### src/rtl/qk_inst_sequencer.sv
// Instruction sequencer for mac_array_top: streams Q/K rows into qmem/kmem, loads K,
// executes, then drains ofifo rows to a downstream consumer.
module qk_inst_sequencer #(
  parameter int unsigned col      = 8,
  parameter int unsigned pr       = 8,
  parameter int unsigned bw       = 8,
  parameter int unsigned bw_psum  = 19,
  parameter int unsigned LOAD_GAP = 10,
  parameter int unsigned EXEC_GAP = 10
) (
  input  logic                    clk,
  input  logic                    reset,
  input  logic                    start,
  input  logic [3:0]              rows_m1,
  input  logic                    in_valid,
  input  logic [pr*bw-1:0]        in_data,
  output logic                    in_ready,
  output logic [18:0]             inst,
  output logic [pr*bw-1:0]        mem_in,
  input  logic [bw_psum*col-1:0]  mac_out,
  output logic                    out_valid,
  input  logic                    out_ready,
  output logic [bw_psum*col-1:0]  out_data,
  output logic                    busy,
  output logic                    done
);

  localparam int unsigned CntW = 8;

  typedef enum logic [3:0] {
    StIdle, StQwr, StKwr, StGap, StKload, StLwait, StExec, StEwait, StRead, StDone
  } state_e;

  state_e          state_q, state_next;
  logic [CntW-1:0] cnt_q;
  logic [3:0]      nq_m1_q;
  logic            busy_q, done_q;
  logic            step, cnt_last;

  assign mem_in   = in_data;
  assign out_data = mac_out;
  assign busy     = busy_q;
  assign done     = done_q;

  // Host/consumer handshakes gate progress only in the streaming phases.
  always_comb begin
    step       = 1'b1;
    cnt_last   = 1'b0;
    state_next = StIdle;
    case (state_q)
      StQwr: begin
        step       = in_valid;
        cnt_last   = (cnt_q == CntW'(nq_m1_q));
        state_next = StKwr;
      end
      StKwr: begin
        step       = in_valid;
        cnt_last   = (cnt_q == CntW'(col - 1));
        state_next = StGap;
      end
      StGap: begin
        cnt_last   = (cnt_q == CntW'(1));
        state_next = StKload;
      end
      StKload: begin
        cnt_last   = (cnt_q == CntW'(col + 1));
        state_next = StLwait;
      end
      StLwait: begin
        cnt_last   = (cnt_q == CntW'(LOAD_GAP - 1));
        state_next = StExec;
      end
      StExec: begin
        cnt_last   = (cnt_q == CntW'(nq_m1_q));
        state_next = StEwait;
      end
      StEwait: begin
        cnt_last   = (cnt_q == CntW'(EXEC_GAP - 1));
        state_next = StRead;
      end
      StRead: begin
        step       = out_ready;
        cnt_last   = (cnt_q == CntW'(nq_m1_q));
        state_next = StDone;
      end
      default: ;
    endcase
  end

  always_ff @(posedge clk) begin
    if (!reset) begin
      state_q <= StIdle;
      cnt_q   <= '0;
      nq_m1_q <= '0;
      busy_q  <= 1'b0;
      done_q  <= 1'b0;
    end else begin
      done_q <= 1'b0;
      case (state_q)
        StIdle: begin
          if (start) begin
            nq_m1_q <= rows_m1;
            cnt_q   <= '0;
            busy_q  <= 1'b1;
            state_q <= StQwr;
          end
        end
        StDone: begin
          busy_q  <= 1'b0;
          cnt_q   <= '0;
          state_q <= StIdle;
        end
        default: begin
          if (step) begin
            if (cnt_last) begin
              cnt_q   <= '0;
              state_q <= state_next;
              done_q  <= (state_q == StRead);
            end else begin
              cnt_q <= cnt_q + CntW'(1);
            end
          end
        end
      endcase
    end
  end

  always_comb begin
    inst      = '0;
    in_ready  = 1'b0;
    out_valid = 1'b0;
    case (state_q)
      StQwr: begin
        in_ready = 1'b1;
        if (in_valid) begin
          inst[4]     = 1'b1;
          inst[15:12] = cnt_q[3:0];
        end
      end
      StKwr: begin
        in_ready = 1'b1;
        if (in_valid) begin
          inst[2]     = 1'b1;
          inst[15:12] = cnt_q[3:0];
        end
      end
      StKload: begin
        inst[6] = 1'b1;
        // First and last load beats carry no kmem read.
        if (cnt_q != '0 && cnt_q != CntW'(col + 1)) begin
          inst[3]     = 1'b1;
          inst[15:12] = cnt_q[3:0] - 4'd1;
        end
      end
      StExec: begin
        inst[7]     = 1'b1;
        inst[5]     = 1'b1;
        inst[15:12] = cnt_q[3:0];
      end
      StRead: begin
        out_valid = 1'b1;
        inst[16]  = out_ready;
      end
      default: ;
    endcase
  end

endmodule

### config.mk
export PLATFORM = sky130hd
export DESIGN_NAME = qk_inst_sequencer
export DESIGN_NICKNAME = d
export VERILOG_FILES = /design/src/rtl/qk_inst_sequencer.sv
export SDC_FILE = /design/constraint.sdc
export NUM_CORES = 1
export LEC_CHECK = 0
export CORE_AREA = 2 2 180 182
export DETAILED_ROUTE_END_ITERATION = 16
export DIE_AREA = 0 0 182 184
export PLACE_DENSITY = 0.52
export RECOVER_POWER = 50
export SLEW_MARGIN = 20
export SYNTH_ARGS = -nofsm -noshare
export SYNTH_HDL_FRONTEND = slang
export SYNTH_SLANG_ARGS = --single-unit
### constraint.sdc
create_clock -name clk -period 4 [get_ports clk]
set_input_delay 0.4 -clock clk [delete_from_list [all_inputs] [get_ports clk]]
set_output_delay 0.4 -clock clk [all_outputs]
set_load 0.05 [all_outputs]
==> impl_metrics.csv <==
group,metric,value,unit
floorplanning,core_area,0.03139,sq mm
yosys,synth_ff_type,"dfxtp_1",
sta,setup_violations,0,
critical_path,cp-start-kind,"register",
layout,nets,433,
placed_design,pre_cts_ws,0.9325,ns
yosys,ys_ff_latch,18,
critical_path,cp-end-kind,"output pin",
sta,skew,0.004573,ns
critical_path,worstReg2RegStart,"state_q[1]$_SDFFE_PN0P_",
floorplanning,die_x,182,microns
global_route,grt_max_degree,21,
layout,area_growth,-29.62,%
yosys,yosysWarnings,0,
layout,post_route_cells_drive_above_1_share,4.926,%
yosys,synth_cell_types,45,
clocking,cts_sinks,18,
global_route,antenna_found_initial,1,
yosys,synth_seq_area_share,11.88,%
power_and_ir_drop,ir_drop,0.0001185,V
detailed_routing,routed_via_density,2.837,
critical_path,cp_top_family,"buffers and inverters",
clocking,numCtsBuffers,3,
floorplanning,pin_count,464,
placed_design,finalWeightedCongestion,0.7447,
critical_path,cp_max_fo,18,
placed_design,dp_hpwl,7912,microns
critical_path,cp_common_cell,"o21ai_0",
sta,setup_ws,0.6591,ns
detailed_routing,wl_per_cell,16.15,microns
power_and_ir_drop,pwr-share-clk,40.1,%
clocking,hold_buffers,0,
layout,final_area,0.002135,sq mm
status,status,"complete, no violations",
critical_path,crit_chain,"nand2b_1 -> o21ai_0 -> o21ai_0 -> nor2_1 -> nand2_1 -> o21ai_0 -> clkdlybuf4s50_1",
yosys,synthesis.instances,407,
sta,fin_tns_setup,0,ns
sta,layout_min_cycle_time,3.341,ns
sta,tightest_slew,0.8002,ns
sta,hold_viol,0,
power_and_ir_drop,swShare,30.33,%
sta,rsz0062_at_grt,"false",
floorplanning,num_rows,65,
detailed_routing,ant_nets,0,
global_route,grt_pass1_vias,1674,
clocking,cts_buffer_depth,2,
critical_path,cp_data_arrival_time,2.94,ns
clocking,cts.clk_slew.worst_paths,0.06,ns
global_route,overflow,0,
floorplanning,die-area,0.03349,sq mm
clocking,h-tree-depth,1,
placed_design,placed_area,0.002057,sq mm
detailed_routing,drt_iter0_drc,186,
critical_path,required,3.60,ns
worst_hold_path,hold_path.class,"register to register",
placed_design,io_buffers,23,
yosys,syn_avg_cell_area,7.452,sq um
clocking,cts_root_buffer,"clkbuf_16",
sta,maxSlewViolCount,0,
power_and_ir_drop,power.combinational.fraction,21.1,%
yosys,netlist_area,0.003033,sq mm
detailed_routing,drt_first_pass_iters,4,
clocking,cts_setup_buffers,0,
detailed_routing,drc_errors,0,
floorplanning,die_y,184,microns
layout,fill_cells,3701,
worst_hold_path,holdCritStartpoint,"cnt_q[4]$_SDFFE_PN0P_",
yosys,synth_edf_count,0,
sta,period_share,83.52,%
detailed_routing,vias,1719,
critical_path,slowest_delay,0.87,ns
power_and_ir_drop,p_switching,0.1533,mW
power_and_ir_drop,p_seq_share,38.8,%
sta,clock.fmax,299.3,MHz
power_and_ir_drop,p_int,0.3521,mW
power_and_ir_drop,power_density,236.7,mW/mm^2
floorplanning,initial_core_util,9.661,%
global_route,grt_first_pass_wirelength,12610,microns
global_route,grtUsageTotal,5.444,%
critical_path,timing.critical_path.buf_inv,1,
detailed_routing,wl,9789,microns
clocking,cts_tree,"built",
job,cap_violations,0,
sta,slew_headroom,46.46,%
yosys,synthArstFlopShare,0,%
power_and_ir_drop,leakagePower,0.6364,nW
clocking,cts_resized,0,
critical_path,slowest_stage,"clkdlybuf4s50_1",
critical_path,path_class,"register to output pin",
clocking,clock_latency,0.25,ns
critical_path,crit_path_start,"state_q[0]$_SDFFE_PN0P_",
-- per-stage QoR --
step | std cells | power [mW] | hold slack (ns) | util (%)
global route | 605 | 0.5312 | 0.5642 | 6.792
global placement | 602 | 0.3068 | 0.4920 | 6.552
finish | 606 | 0.5053 | 0.5163 | 6.800
floorplan | 414 | 0.8640 | 0.4740 | -
detailed placement | 602 | 0.3068 | 0.5095 | 6.552
CTS | 605 | 0.5098 | 0.5185 | 6.792
-- flip-flops by register name, summed over array words and instances, names as in the netlist --
signal and cells:
busy 1, done 1, nq_m1_q 4, cnt_q 8, state_q 4
-- power by group through the flow --
| stage | Clock, mW | Combinational [mW] | Sequential [mW] |
|---|---|---|---|
| 2_1_floorplan | 0 | 0.668 | 0.196 |
| 3_3_place_gp | 0 | 0.107 | 0.199 |
| 3_5_place_dp | 0 | 0.107 | 0.200 |
| 4_1_cts | 0.206 | 0.108 | 0.196 |
| 5_1_grt | 0.216 | 0.117 | 0.198 |
| 6_report | 0.203 | 0.107 | 0.196 |
-- final cells by class --
cell class / instances / area [sq um] / area share [%]
Multi-Input combinational cell: 151 / 933.4 / 43.73
Inverter: 8 / 30.03 / 1.407
Timing Repair Buffer: 23 / 230.2 / 10.79
Sequential cell: 18 / 360.3 / 16.88
Tap cell: 402 / 503.0 / 23.56
Clock buffer: 3 / 75.07 / 3.517
Antenna cell: 1 / 2.502 / 0.1172
-- placed cells by master (no fill, tap or decap), types with 2 or more instances in the layout --
cell	count
a21oi_1	12
ha_1	3
conb_1	8
o31ai_1	5
dfxtp_1	18
mux2i_1	5
clkdlybuf4s50_1	23
xnor2_1	4
and3_1	3
nor3_1	2
nand4_1	2
or4_1	2
nor4_1	2
o32ai_1	3
nor2_1	18
or3_1	5
o21ai_0	11
and2_1	3
nand2_1	17
clkbuf_16	3
o211ai_1	2
nor2b_1	11
inv_1	7
nand3_1	5
o221ai_1	3
nand2b_1	6
o2bb2ai_1	2
-- logic make-up after synthesis --
family          count (synthesis)  synth area share [%]
buf+inv                       245                 58.37
compound gates                 48                 10.89
flops                          18                 11.88
fa+ha+maj                       3                 1.238
other cells                     1                0.1236
xor+xnor                        4                 1.155
mux                             6                 2.021
simple gates                   82                 14.31
-- synthesized netlist by cell type (all sizes together) (2+ instances only) --
| master | count | area [sq um] |
|---|---|---|
| a21oi | 12 | 60.06 |
| and2 | 3 | 18.77 |
| and3 | 3 | 18.77 |
| buf | 228 | 1707 |
| clkbuf | 9 | 33.78 |
| dfxtp | 18 | 360.4 |
| ha | 3 | 37.54 |
| inv | 8 | 30.03 |
| mux2i | 5 | 50.05 |
| nand2 | 17 | 63.81 |
| nand2b | 6 | 37.54 |
| nand3 | 5 | 25.02 |
| nand4 | 2 | 12.51 |
| nor2 | 18 | 67.56 |
| nor2b | 11 | 68.82 |
| nor3 | 3 | 15.01 |
| nor4 | 2 | 12.51 |
| nor4b | 2 | 23.77 |
| o211ai | 2 | 15.01 |
| o21ai | 11 | 55.05 |
| o221ai | 3 | 26.28 |
| o2bb2ai | 2 | 17.52 |
| o31ai | 5 | 37.54 |
| o32ai | 3 | 26.28 |
| or3 | 5 | 31.28 |
| or4 | 2 | 15.01 |
| xnor2 | 4 | 35.03 |
-- per-layer routing --
metal	part of all wire, %	track usage [%]	vias up	routed length, microns
met4	11	6.129	0	1077
met3	22	4.972	122	2114
met5	0	0	-	0
li1	-	-	695	-
met2	42	7.771	209	4079
met1	26	4.095	693	2519
-- final timing paths --
path              slack (ns)  cells after the start                 endpoint
hold reg to reg         0.52                      2    cnt_q[4]$_SDFFE_PN0P_
setup reg to reg        1.12                      6  state_q[1]$_SDFFE_PN0P_
setup / recovery        0.66                      7                 inst[15]
hold / removal          0.52                      2    cnt_q[4]$_SDFFE_PN0P_
-- worst reg2reg max path, delay by kind of cell (launching register included) --
family / cells / cell delay [ns]
and+or+nand+nor: 4 / 1.18
DFF: 1 / 0.76
AOI/OAI and AO/OA: 2 / 0.83
(Power assumes the default switching activity.)
